`src/rtl/aco_frame_packer.sv`:
```
// aco_frame_packer: packs per-frame quantizer coefficients into vectors, buffers them in a small FIFO
module aco_frame_packer #(
  parameter int BW       = 8,
  parameter int NUM_COEF = 13,
  parameter int DEPTH    = 2
) (
  input  logic                   clk_i,
  input  logic                   rst_n_i,
  input  logic                   en_i,
  input  logic                   clr_i,
  input  logic [BW-1:0]          data_i,
  input  logic                   valid_i,
  input  logic                   last_i,
  output logic [NUM_COEF*BW-1:0] data_o,
  output logic                   valid_o,
  input  logic                   ready_i,
  output logic                   ovf_o,
  output logic                   err_o
);
  localparam int CW = $clog2(NUM_COEF);
  localparam int AW = $clog2(DEPTH);
  localparam int VW = NUM_COEF * BW;
  typedef enum logic {COLLECT, DROP} state_t;
  state_t state;
  logic [CW-1:0] cnt;
  logic [BW-1:0] lane [NUM_COEF-1];
  logic [VW-1:0] mem [DEPTH];
  logic [AW-1:0] rd, wr, rd_nxt;
  logic [AW:0] count, count_nxt;
  logic [VW-1:0] vec;
  logic beat, collect, at_end, push, pop, full, accept, bad_len;
  always_comb begin
    vec = {data_i, {(VW-BW){1'b0}}};
    for (int k = 0; k < NUM_COEF-1; k++) vec[k*BW +: BW] = lane[k];
  end
  assign beat      = valid_i & en_i;
  assign collect   = state == COLLECT;
  assign at_end    = cnt == CW'(NUM_COEF-1);
  assign push      = beat & collect & last_i & at_end;
  assign bad_len   = beat & collect & (last_i ^ at_end);
  assign pop       = valid_o & ready_i;
  assign full      = count == (AW+1)'(DEPTH);
  assign accept    = push & (!full | pop);
  assign rd_nxt    = rd + 1'b1;
  assign count_nxt = count + {{AW{1'b0}}, accept} - {{AW{1'b0}}, pop};
  assign valid_o   = |count;
  // Storage needs no reset: cnt and count gate every read of it.
  always_ff @(posedge clk_i) begin
    if (beat && collect && !at_end) lane[cnt] <= data_i;
    if (accept) mem[wr] <= vec;
  end
  always_ff @(posedge clk_i or negedge rst_n_i) begin
    if (!rst_n_i) begin
      state  <= COLLECT;
      cnt    <= '0;
      rd     <= '0;
      wr     <= '0;
      count  <= '0;
      data_o <= '0;
      ovf_o  <= 1'b0;
      err_o  <= 1'b0;
    end else begin
      if (beat) begin
        if (!collect) begin
          if (last_i) begin
            state <= COLLECT;
            cnt   <= '0;
          end
        end else if (last_i || at_end) begin
          cnt <= '0;
          if (!last_i) state <= DROP;
        end else cnt <= cnt + 1'b1;
      end
      err_o <= bad_len ? 1'b1 : clr_i ? 1'b0 : err_o;
      ovf_o <= (push & full & !pop) ? 1'b1 : clr_i ? 1'b0 : ovf_o;
      if (accept) wr <= wr + 1'b1;
      if (pop) rd <= rd_nxt;
      count <= count_nxt;
      // data_o mirrors the head entry and holds its value once the FIFO empties
      if (pop && count > 1) data_o <= mem[rd_nxt];
      else if (accept && (count == 0 || (pop && count == 1))) data_o <= vec;
    end
  end
endmodule

```
`config.mk`:
```
export PLATFORM = sky130hd
export DESIGN_NAME = aco_frame_packer
export DESIGN_NICKNAME = d
export VERILOG_FILES = /design/src/rtl/aco_frame_packer.sv
export SDC_FILE = /design/constraint.sdc
export NUM_CORES = 1
export LEC_CHECK = 0
export ABC_CLOCK_PERIOD_IN_PS = 5700
export CAP_MARGIN = 10
export CORE_UTILIZATION = 35
export DETAILED_ROUTE_END_ITERATION = 8
export PLACE_DENSITY = 0.62
export SLEW_MARGIN = 40
export SYNTH_ARGS = -nofsm -noshare
export SYNTH_HDL_FRONTEND = slang
export SYNTH_SLANG_ARGS = --single-unit
```
`constraint.sdc`:
```
create_clock -name clk_i -period 5.7 [get_ports clk_i]
set_clock_uncertainty 0.15 [all_clocks]
set_input_delay 1.14 -clock clk_i [delete_from_list [all_inputs] [get_ports clk_i]]
set_output_delay 1.14 -clock clk_i [all_outputs]
set_load 0.05 [all_outputs]
```
==> metrics.md <==
| Metric | Value |
|---|---|
| Outcome | finished, violations left |
| Failing checks | DRC |
| Mapped Nets | 1102 |
| Vias in the first global route | 8827 |
| ANT nets after route | 0 |
| Max VDD drop | 0.268 mV |
| Final nets | 1222 |
| Die height | 216 um |
| Diodes inserted | 0 |
| Worst Path Arrival | 3400 ps |
| Maxcap violations | 0 |
| Tightest Pin Transition | 820 ps |
| CTS clock-pin slew for the worst setup and hold paths | 60 ps |
| GR Util All Layers | 15.1% |
| Layout cells sized above 1 | 11.9% |
| Routed len/inst | 19.1 um |
| Worst setup SP type | input pin |
| Yosys top cell by area | edfxtp_1 |
| FFs w/ async S/R, synth | 27.4% |
| Rows | 78 |
| Top FF cell, synth | edfxtp_1 |
| Number of synthesized flops with an enable pin | 304 |
| Met1 Resource Use GR | 21.0% |
| Initial Utilization | 35.4% |
| # fillers | 4127 |
| Drt total wl | 35000 um |
| Global route overflow | 0 |
| Fin Hold WS | 263 ps |
| R2R Path End | mem[1][59] |
| Layout area overhead | 20.9% |
| Total area of sequential cells | 0.0120 sq mm |
| Power density over cell area | 546 mW/mm^2 |
| GR Util met2 | 23.8% |
| DRC viols | 2 |
| Largest fanout on the critical path | 53 |
| Total clock buffers created by CTS | 42 |
| Tmin final | 3350 ps |
| Port buffer count | 121 |
| Crit path max-delay family | buffers and inverters |
| Number of cells on the worst reg-to-reg path | 8 |
| CP required | 5750 ps |
| Yosys warning count | 0 |
| Most numerous cell in the Yosys netlist | edfxtp_1 |
| IO Pins | 122 |
| Vias/cell | 4.84 |
| Die W | 216 um |
| Via count | 8877 |
| Crit-path cells | clkdlybuf4s50_1 > and3b_1 > and3_1 > and3_4 > buf_12 > buf_12 |
| CP dominant cell by count | buf_12 |
| Area of the multi-input gates | 0.00366 sq mm |
| Clock Path Buffers | 3 |
| PostCTS Resize Cnt | 0 |
| Largest net degree at the start of global routing | 105 |
| Htree depth | 2 |
| Clock Latency Late Sink | 530 ps |
| Slew Viols, Final | 0 |
| Seq cells post-synth | 419 |
| Root Buffer | clkbuf_16 |
| HPWL after DPL | 21100 um |
| Reg2reg start | cnt[0] |
| Global routing's busiest layer | met2 |
| Final hold vios | 0 |
| Setup crit end kind | register |
| Gate Count Post-Synth | 1079 |
| Syn avg cell area | 14.9 sq um |
| Yosys cell types | 33 |
| Count of endpoints failing setup in the final report | 0 |
| RD Place Congestion | 0.718 |
| Clock Sinks | 419 |
| Buffers & Inverters on Critical Path | 3 |
| Critical path type | input pin to register |
| Drt pass-1 iters | 8 |
| Post-synthesis sequential area ratio | 74.9% |
| Core area | 0.0453 sq mm |
| Crit share post-route | 58.7% |
| Area share of the largest cell type after synthesis | 57.0% |
| Setup tns final | 0 ps |
| Initial DRC count | 736 |
| Synth cell count leaders | 304 x edfxtp_1, 257 x o21ai_0, 115 x dfrtp_1 |
| Largest cells by area after synthesis | edfxtp_1 57%, dfrtp_1 18%, o21ai_0 8.0%, mux2i_1 6.5%, o21ai_2 2.7% |
| Max Fclk | 299 MHz |
| Relative slew slack | 45.3% |
| Antenna violations before repair | 1 |
| GRT met3 Usage | 3.62% |
| Synth Cell Area | 0.0160 sq mm |
| CTS tree | done |
| Flop-to-flop setup slack | 2840 ps |
| Leak | 6.89 nW |
| Die Area | 0.0467 sq mm |
| Slowest stage delay, CP | 550 ps |
| First-pass GRT wire length | 54200 um |
| RSZ-0062 raised after global routing | no |
| CTS Hold Buffers Added | 0 |
| Max stage delay cell, worst path | clkdlybuf4s50_1 |
| Post-CTS setup buffers | 0 |
| HP Class | input pin to async pin |
worst register-to-register path, cell delays in order, from the launching register on:
cell and delay (ps):
dfrtp_1 430, inv_1 100, ha_1 240, nand3_2 90, inv_1 140, and3_1 260
and3_4 480, buf_12 280, buf_12 330
layout make-up:
class | count | area share (%)
inverter | 8 | 0.155
tap | 600 | 3.88
timing repair buffer | 145 | 7.64
clock inverter | 16 | 1.12
multi-input combinational | 583 | 18.9
sequential | 419 | 62.0
clock buffer | 62 | 6.30
stage by stage:
step / area (sq um) / util (%) / power [mW] / std cells / setup slack (ps)
2_1_floorplan: 16000 / - / 6.60 / 1079 / 704
3_3_place_gp: 17800 / 39.4 / 7.78 / 1751 / 1590
3_5_place_dp: 17900 / 39.6 / 7.85 / 1754 / 1710
4_1_cts: 19300 / 42.7 / 10.7 / 1832 / 2280
5_1_grt: 19400 / 42.8 / 11.1 / 1833 / 2260
6_report: 19400 / 42.8 / 10.6 / 1833 / 2350
flip-flops by register name (all words and copies together), names as in the netlist, 2 cells and up:
name / cells
cnt: 4
count: 2
data_o: 104
lane: 96
mem: 208
worst max path at each step:
stage	start	end	slack, ps	cells after the start
2_1_floorplan	en_i	mem[0][0]	700	4
3_3_place_gp	en_i	mem[0][70]	1590	6
3_5_place_dp	en_i	mem[1][38]	1710	5
4_1_cts	en_i	mem[1][43]	2280	5
5_1_grt	en_i	mem[1][39]	2260	6
6_report	valid_i	mem[1][59]	2350	6
where the power goes:
group / total, mW / switching, mW / internal, mW
sequential: 3.94 / 0.275 / 3.66
combinational: 3.80 / 2.58 / 1.22
clock: 2.83 / 1.12 / 1.72
total: 10.6 / 3.97 / 6.60
placed cells by master, fill, tap and decap left out, types with 14 or more instances in the layout:
| cell type | synthesis | routed |
|---|---|---|
| nand2_1 | 110 | 110 |
| mux2i_1 | 104 | 104 |
| o21ai_0 | 257 | 257 |
| clkbuf_16 | 0 | 45 |
| edfxtp_1 | 304 | 304 |
| buf_4 | 0 | 15 |
| o21ai_2 | 50 | 50 |
| clkdlybuf4s50_1 | 0 | 117 |
| dfrtp_1 | 115 | 114 |
| clkbuf_1 | 34 | 14 |
routing by layer:
metal / vias to the layer above / wire, um
met2: 169 / 16400
met3: 43 / 1860
li1: 4246 / -
met5: - / 0
met1: 4419 / 16200
met4: 0 / 571
logic make-up after synthesis:
| kind of cell | count (synthesis) | share of synthesized area, % |
|---|---|---|
| DFF | 419 | 74.9 |
| muxes | 104 | 6.49 |
| AOI/OAI and AO/OA | 324 | 11.5 |
| xor gates and xnor gates | 4 | 0.219 |
| and+or+nand+nor | 143 | 3.92 |
| buffers and inverters | 77 | 2.35 |
| adders and majority gates | 8 | 0.625 |
Note: power is estimated with default switching activity, not from simulation.
